## config.mk

```make
export PLATFORM = sky130hd
export DESIGN_NAME = instr_encoder
export DESIGN_NICKNAME = d
export VERILOG_FILES = /design/src/rtl/instr_encoder.sv
export SDC_FILE = /design/constraint.sdc
export NUM_CORES = 1
export LEC_CHECK = 0
export BUFFER_PORTS_ARGS = -buffer_cell sky130_fd_sc_hd__buf_2
export CORE_MARGIN = 3
export CORE_UTILIZATION = 55
export DETAILED_ROUTE_END_ITERATION = 7
export PLACE_DENSITY = 0.94
export SKIP_CTS_REPAIR_TIMING = 1
export SLEW_MARGIN = 15
export SYNTH_ARGS = -nofsm -noshare
export SYNTH_HDL_FRONTEND = slang
export SYNTH_SLANG_ARGS = --single-unit
```

## constraint.sdc

```tcl
create_clock -name clk_i -period 5.16 [get_ports clk_i]
set_clock_uncertainty 0.1 [all_clocks]
set_input_delay 0.774 -clock clk_i [delete_from_list [all_inputs] [get_ports clk_i]]
set_output_delay 0.774 -clock clk_i [all_outputs]
set_load 0.01 [all_outputs]
```

## src/rtl/instr_encoder.sv

```systemverilog
// RV32I instruction word builder (ALUI, ALUR, LUI, AUIPC) with request/response
// handshakes, a small output FIFO and a saturating count of rejected requests.
module instr_encoder #(
  parameter int FIFO_DEPTH = 2,
  parameter int ERR_CNT_W  = 8
) (
  input  logic                 clk_i,
  input  logic                 reset_n_i,
  input  logic                 valid_i,
  output logic                 ready_o,
  input  logic [1:0]           fmt_i,
  input  logic [2:0]           funct3_i,
  input  logic                 alt_i,
  input  logic [4:0]           rd_i,
  input  logic [4:0]           rs1_i,
  input  logic [4:0]           rs2_i,
  input  logic [31:0]          imm_i,
  output logic                 valid_o,
  input  logic                 ready_i,
  output logic [31:0]          instr_o,
  output logic                 err_o,
  output logic [ERR_CNT_W-1:0] err_count_o
);

  localparam int PTR_W = $clog2(FIFO_DEPTH);
  localparam int CNT_W = PTR_W + 1;
  localparam logic [CNT_W-1:0] DEPTH_C = CNT_W'(FIFO_DEPTH);
  localparam logic [31:0] NOP_WORD = 32'h0000_0013;

  localparam logic [1:0] FMT_ALUI  = 2'd0;
  localparam logic [1:0] FMT_ALUR  = 2'd1;
  localparam logic [1:0] FMT_LUI   = 2'd2;

  localparam logic [6:0] OP_ALUI  = 7'b0010011;
  localparam logic [6:0] OP_ALUR  = 7'b0110011;
  localparam logic [6:0] OP_LUI   = 7'b0110111;
  localparam logic [6:0] OP_AUIPC = 7'b0010111;

  function automatic logic [31:0] encode_word(
    input logic [1:0]  fmt,
    input logic [2:0]  f3,
    input logic        alt,
    input logic [4:0]  rd,
    input logic [4:0]  rs1,
    input logic [4:0]  rs2,
    input logic [31:0] imm
  );
    logic [6:0] f7;
    f7 = alt ? 7'b0100000 : 7'b0000000;
    case (fmt)
      FMT_ALUI: begin
        // SLLI/SRLI/SRAI carry a 5-bit shamt and funct7 in the upper immediate
        if (f3[1:0] == 2'b01) encode_word = {f7, imm[4:0], rs1, f3, rd, OP_ALUI};
        else                  encode_word = {imm[11:0], rs1, f3, rd, OP_ALUI};
      end
      FMT_ALUR: encode_word = {f7, rs2, rs1, f3, rd, OP_ALUR};
      FMT_LUI:  encode_word = {imm[31:12], rd, OP_LUI};
      default:  encode_word = {imm[31:12], rd, OP_AUIPC};
    endcase
  endfunction

  function automatic logic is_malformed(
    input logic [1:0]  fmt,
    input logic [2:0]  f3,
    input logic        alt,
    input logic [31:0] imm
  );
    case (fmt)
      FMT_ALUI: begin
        if (f3[1:0] == 2'b01) is_malformed = (|imm[31:5]) | (alt & (f3 == 3'b001));
        else                  is_malformed = ~((&imm[31:11]) | ~(|imm[31:11]));
      end
      FMT_ALUR: is_malformed = alt & ~((f3 == 3'b000) | (f3 == 3'b101));
      default:  is_malformed = |imm[11:0];
    endcase
  endfunction

  logic [31:0]          mem_p1 [FIFO_DEPTH];
  logic [PTR_W-1:0]     wr_ptr_p1;
  logic [PTR_W-1:0]     rd_ptr_p1;
  logic [CNT_W-1:0]     count_p1;
  logic [CNT_W-1:0]     count_nxt;
  logic                 ready_p1;
  logic                 err_p1;
  logic [ERR_CNT_W-1:0] err_cnt_p1;

  logic [31:0] word_p0;
  logic        bad_p0;
  logic        accept_p0;
  logic        push_p0;
  logic        pop_p1;
  logic        vld_p1;

  // Stage p0: encode and classify the incoming request
  always_comb begin
    word_p0   = encode_word(fmt_i, funct3_i, alt_i, rd_i, rs1_i, rs2_i, imm_i);
    bad_p0    = is_malformed(fmt_i, funct3_i, alt_i, imm_i);
    accept_p0 = valid_i & ready_p1;
    push_p0   = accept_p0 & ~bad_p0;
    vld_p1    = (count_p1 != '0);
    pop_p1    = vld_p1 & ready_i;
    case ({push_p0, pop_p1})
      2'b10:   count_nxt = count_p1 + CNT_W'(1);
      2'b01:   count_nxt = count_p1 - CNT_W'(1);
      default: count_nxt = count_p1;
    endcase
  end

  // Stage p1: FIFO control, registered ready and error reporting
  always_ff @(posedge clk_i) begin
    if (!reset_n_i) begin
      wr_ptr_p1  <= '0;
      rd_ptr_p1  <= '0;
      count_p1   <= '0;
      ready_p1   <= 1'b0;
      err_p1     <= 1'b0;
      err_cnt_p1 <= '0;
    end else begin
      if (push_p0) wr_ptr_p1 <= wr_ptr_p1 + PTR_W'(1);
      if (pop_p1)  rd_ptr_p1 <= rd_ptr_p1 + PTR_W'(1);
      count_p1 <= count_nxt;
      ready_p1 <= (count_nxt < DEPTH_C);
      err_p1   <= accept_p0 & bad_p0;
      if (accept_p0 & bad_p0 & ~(&err_cnt_p1)) err_cnt_p1 <= err_cnt_p1 + ERR_CNT_W'(1);
    end
  end

  always_ff @(posedge clk_i) begin
    if (push_p0) mem_p1[wr_ptr_p1] <= word_p0;
  end

  assign ready_o     = ready_p1;
  assign valid_o     = vld_p1;
  assign instr_o     = vld_p1 ? mem_p1[rd_ptr_p1] : NOP_WORD;
  assign err_o       = err_p1;
  assign err_count_o = err_cnt_p1;

endmodule

```

# Word level (Yosys, flattened, before mapping)
# Memory sizes are Yosys's and may differ from the RTL's. A register that Yosys moved wholly into a read port is not among the register bits.
# Index checks and enable logic that the tools add are counted.
[word_totals]
regBits = 14
ram_bits = 64
out_inout_bits = 43
mem_count = 1
[mem_list]
columns = ["memory", "words", "width", "read_ports", "rd_clocked_by_memory_dff", "wr", "line_no", "rtl"]
rows = [
  ["mem_p1", 2, 32, 1, 1, 1, "78", "logic [31:0] mem_p1 [FIFO_DEPTH];"],
]
[op_classes]
addsub = 5
magnitude_cmp = 1
eq_ne = 7
mux = 11
bitwise = 15
n_reduce_logical = 8
[ops]
columns = ["cell", "count"]
rows = [
  ["one-hot mux 32 bit (3 select lines)", 1],
  ["2-to-1 mux 32 bit", 2],
  ["OR reduction 27 bit", 1],
  ["AND reduction 21 bit", 1],
  ["OR reduction 21 bit", 1],
  ["OR reduction 12 bit", 1],
  ["adder 8 x 1 -> 8 bit (second input constant)", 1],
  ["AND reduction 8 bit", 1],
  ["AND 1 bit", 7],
  ["equality test 2 x 1 -> 1 bit (second input constant)", 3],
  ["2-to-1 mux 6 bit", 1],
  ["2-to-1 mux 1 bit", 5],
  ["inverter 1 bit", 5],
  ["equality test 2 bit (second input constant)", 2],
  ["one-hot mux 2 bit (2 select lines)", 1],
  ["equality test 3 x 1 -> 1 bit (second input constant)", 1],
  ["equality test 3 bit (second input constant)", 1],
  ["zero test 3 bit", 1],
  ["OR 1 bit", 3],
  ["adder 1 bit (second input constant)", 2],
  ["adder 2 x 1 -> 2 bit (second input constant)", 1],
  ["zero test 2 bit", 1],
  ["< comparator 2 bit (second input constant)", 1],
  ["one-hot mux 1 bit (2 select lines)", 1],
  ["other kinds (2)", 2],
]

# Longest topological paths before layout
[depth]
depth_word = 11
ltp_mapped = 12

# Least setup slack after synthesis
# Ideal clock, no wire load.
[synth_timing]
path_type = "input-to-reg"
startpoint = "input port imm_i[13]"
endpoint = "memory mem_p1[1][10] (enable)"
setup_ps = 411
arrival_ps = 3090
setup_slack_ps = 1559
cell_stages = 6
n_path_buf = 0
path_cell_list = "nand4_1 or4_1 o22ai_2 a31oi_1 or2_2 nor2_1"
[synth_via]
elab_chain_len = 10
[synth_rtl]
columns = ["item", "line_no", "rtl"]
rows = [
  ["start: declaration", "17", "input logic [31:0] imm_i,"],
  ["OR reduction 21 bit", "71", "else is_malformed = ~((&imm[31:11]) | ~(|imm[31:11]));"],
  ["inverter 1 bit", "71", ""],
  ["OR 1 bit", "71", ""],
  ["inverter 1 bit", "71", ""],
  ["2-to-1 mux 1 bit (*)", "70", "if (f3[1:0] == 2'b01) is_malformed = (|imm[31:5]) | (alt & (f3 == 3'b001));"],
  ["one-hot mux 1 bit (2 select lines) (*)", "68", "case (fmt)"],
  ["inverter 1 bit (*)", "99", "push_p0 = accept_p0 & ~bad_p0;"],
  ["AND 1 bit (*)", "99", ""],
  ["2-to-1 mux 1 bit (*)", "129", "if (push_p0) mem_p1[wr_ptr_p1] <= word_p0;"],
  ["2-to-1 mux 1 bit (not written as such) (*)", "129", ""],
  ["end: declaration", "78", ""],
]
# Every way passes the cells marked *; elsewhere a longest branch is shown, timed or not.

# Worst setup path after layout
[layout_timing]
startpoint = "input port imm_i[11]"
endpoint = "memory mem_p1[1][28] (enable)"
[layout_via]
elab_chain_len = 10
[layout_rtl]
columns = ["item", "line_no"]
rows = [
  ["OR reduction 21 bit", "71"],
  ["inverter 1 bit", "71"],
  ["OR 1 bit", "71"],
  ["inverter 1 bit", "71"],
  ["2-to-1 mux 1 bit", "70"],
  ["one-hot mux 1 bit (2 select lines) (*)", "68"],
  ["inverter 1 bit (*)", "99"],
  ["AND 1 bit (*)", "99"],
  ["2-to-1 mux 1 bit (*)", "129"],
  ["2-to-1 mux 1 bit (not written as such) (*)", "129"],
]
# Marks and branches as above.

==> reports/summary.txt <==
Post-Syn Area per Cell: 11.7 um2
Tmin final: 3200 ps
Clock Sink Count: 69
Hold-critical path depth: 2
Synth top area cells: edfxtp_1 (49%), dfxtp_1 (9.1%), mux2i_1 (8.5%)
Prevailing post-synth register cell: edfxtp_1
Drt pass-1 iters: 5
Via count: 2705
Most frequent cells in the layout: buf_2 (94), edfxtp_1 (54), nor2_1 (37)
Via/cell ratio: 5.98
Post-synthesis cell area: 3310 um2
DRT Wirelength: 8320 um
Kind of critical path: input pin to flop
Crit. End Element: flop
Clock tree from TritonCTS: yes
ANT nets after route: 0
Iter 0 DRT Violations: 211
Yosys reg bits: 69
Fmax: 0.313 GHz
Post-synth EDFFs: 54
Yosys cell types: 44
Cells after DPL: 436
Cells after Synth: 283
Largest net degree at the start of global routing: 30
Final Hold Fails: 0
Port Buf Inserts: 94
Asr flop ratio synth: 0%
Setup TNS: 0 ps
Die Footprint: 6990 um2
ANT cells: 0
Area share of the leading cell type in the synthesized netlist: 49.0%
Most area-hungry cell type in the Yosys netlist: edfxtp_1
Cell Rows: 27
Total grt overflow: 0
Status: finished, final reports clean
Non-Filler Instances: 452
PD cells: 338 nW/um2
Clock Path Buffers: 2
Worst r2r path cells: 3
Clk pin slew, worst setup/hold paths: 70 ps
Detailed placement HPWL: 6060 um
Crit share post-route: 62.0%
Share of cells above drive strength 1: 31.3%
Gpl congestion: 0.984
Initial antenna violation count: 0
Nets: 438
Slew @ Worst Pin: 1090 ps
CORE AREA: 5680 um2
Critical Path RT: 5090 ps
CTS buffer count: 9
Final setup viols: 0
Max-cap violations: 0
Number of global-route vias before repair: 2620
Most common cell after layout, fill and taps aside: buf_2
Worst slew margin: 27.2%
Layout fillers: 421
Worst Setup Start Kind: input pin
Worst-Skew Late Latency: 340 ps
Seq/Total Area, Yosys: 58.0%
# DRC: 0
CP arrival: 3130 ps
Hold Path Class: flop to flop
Num ports: 100
Die Y: 83.6 um
Final Max Slew Viols: 0
Initial cell density of the core: 58.3%
RSZ-0062 raised after global routing: no
All-Layer GR Usage: 24.1%
Clock Tree Root: clkbuf_8
Final core occ: 70.9%
Global-route wire length before repair: 13100 um
P&R area growth vs syn: 21.6%
Die width: 83.6 um
Leakage: 1.59 nW
Worst-path fanout max: 14
Worst vdd ir: 0.179 mV
Wire length per cell: 18.4 um
Ys Warns: 0
H-tree levels: 3
cell families (layout without fill, tap and decap cells):
group | count (synthesis) | count (layout) | synth area share (%)
compound gates | 50 | 50 | 11.6
xor+xnor | 5 | 5 | 1.32
fa+ha+maj | 6 | 6 | 2.27
buf+inv | 25 | 119 | 3.55
flops | 69 | 69 | 58.1
mux | 28 | 28 | 8.47
other cells | 2 | 5 | 0.227
simple gates | 98 | 98 | 14.5
sequential cells by signal (all words and copies together) (netlist names), named ones only:
| signal | flops |
|---|---|
| mem_p1 | 54 |
| rd_ptr_p1 | 1 |
| wr_ptr_p1 | 1 |
| count_p1 | 1 |
| err_o | 1 |
| ready_o | 1 |
| err_count_o | 8 |
routing by layer:
metal  track usage, %  share of wire, %
met1             30.0                38
met2             38.2                49
met3             6.42               8.5
met4             13.2               4.4
met5                0                 0
final timing paths:
check	endpoint	slack, ps	from
worst max-delay path	mem_p1[1][28]$_DFFE_PP_	1960	imm_i[11]
worst min-delay path	err_count_o[5]$_SDFFE_PN0P_	420	err_count_o[5]$_SDFFE_PN0P_
worst max register to register	mem_p1[0][26]$_DFFE_PP_	3040	ready_o$_SDFF_PN0_
worst min register to register	err_count_o[5]$_SDFFE_PN0P_	420	err_count_o[5]$_SDFFE_PN0P_
where the power goes:
part	switching [mW]	internal [mW]	leakage, nW	total, mW
clock	0.201	0.270	0.105	0.470
combinational	0.138	0.103	0.874	0.241
sequential	0.0259	0.623	0.615	0.649
final cells by class:
cell class / count / area, um2 / share of cell area, %
Clock buffer: 9 / 124 / 3.08
Clock inverter: 7 / 88.8 / 2.21
Inverter: 8 / 30.0 / 0.746
Multi-Input combinational cell: 192 / 1290 / 32.1
Sequential cell: 69 / 1920 / 47.8
Tap cell: 72 / 90.1 / 2.24
Timing Repair Buffer: 95 / 478 / 11.9
stage by stage:
step	instance area (um2)	hold WS [ps]	total power [mW]	setup WS (ps)
2_1_floorplan	3320	363	0.802	1560
3_3_place_gp	3810	379	0.892	1690
3_5_place_dp	3810	405	0.898	1620
4_1_cts	4020	421	1.37	1970
5_1_grt	4030	447	1.42	1740
6_report	4030	419	1.36	1960
worst max-delay path, cell delays in order:
cell and delay (ps):
buf_2 120, nand4_1 110, or4_1 560, o22ai_2 190, a31oi_1 140, or2_2 310, nor2_2 560, buf_4 350
cells in the mapped netlist, types with 2 or more instances:
cell,n
edfxtp_1,54
o31ai_1,3
a311oi_1,2
or2_2,2
or4_1,4
xor2_1,2
nand2b_1,3
clkbuf_1,9
mux2i_1,28
inv_1,8
nand2_1,15
and2_1,3
a22o_1,15
xnor2_1,3
o21ai_0,5
a22oi_1,6
or3_1,2
nand3_1,6
and4_1,2
nor2_1,39
conb_1,2
o311ai_0,2
o41ai_1,2
dfxtp_1,15
nor2b_1,5
nand4_1,6
buf_4,6
nor4_1,7
a21oi_1,7
ha_1,6
Power figures use the tool's default switching activity.
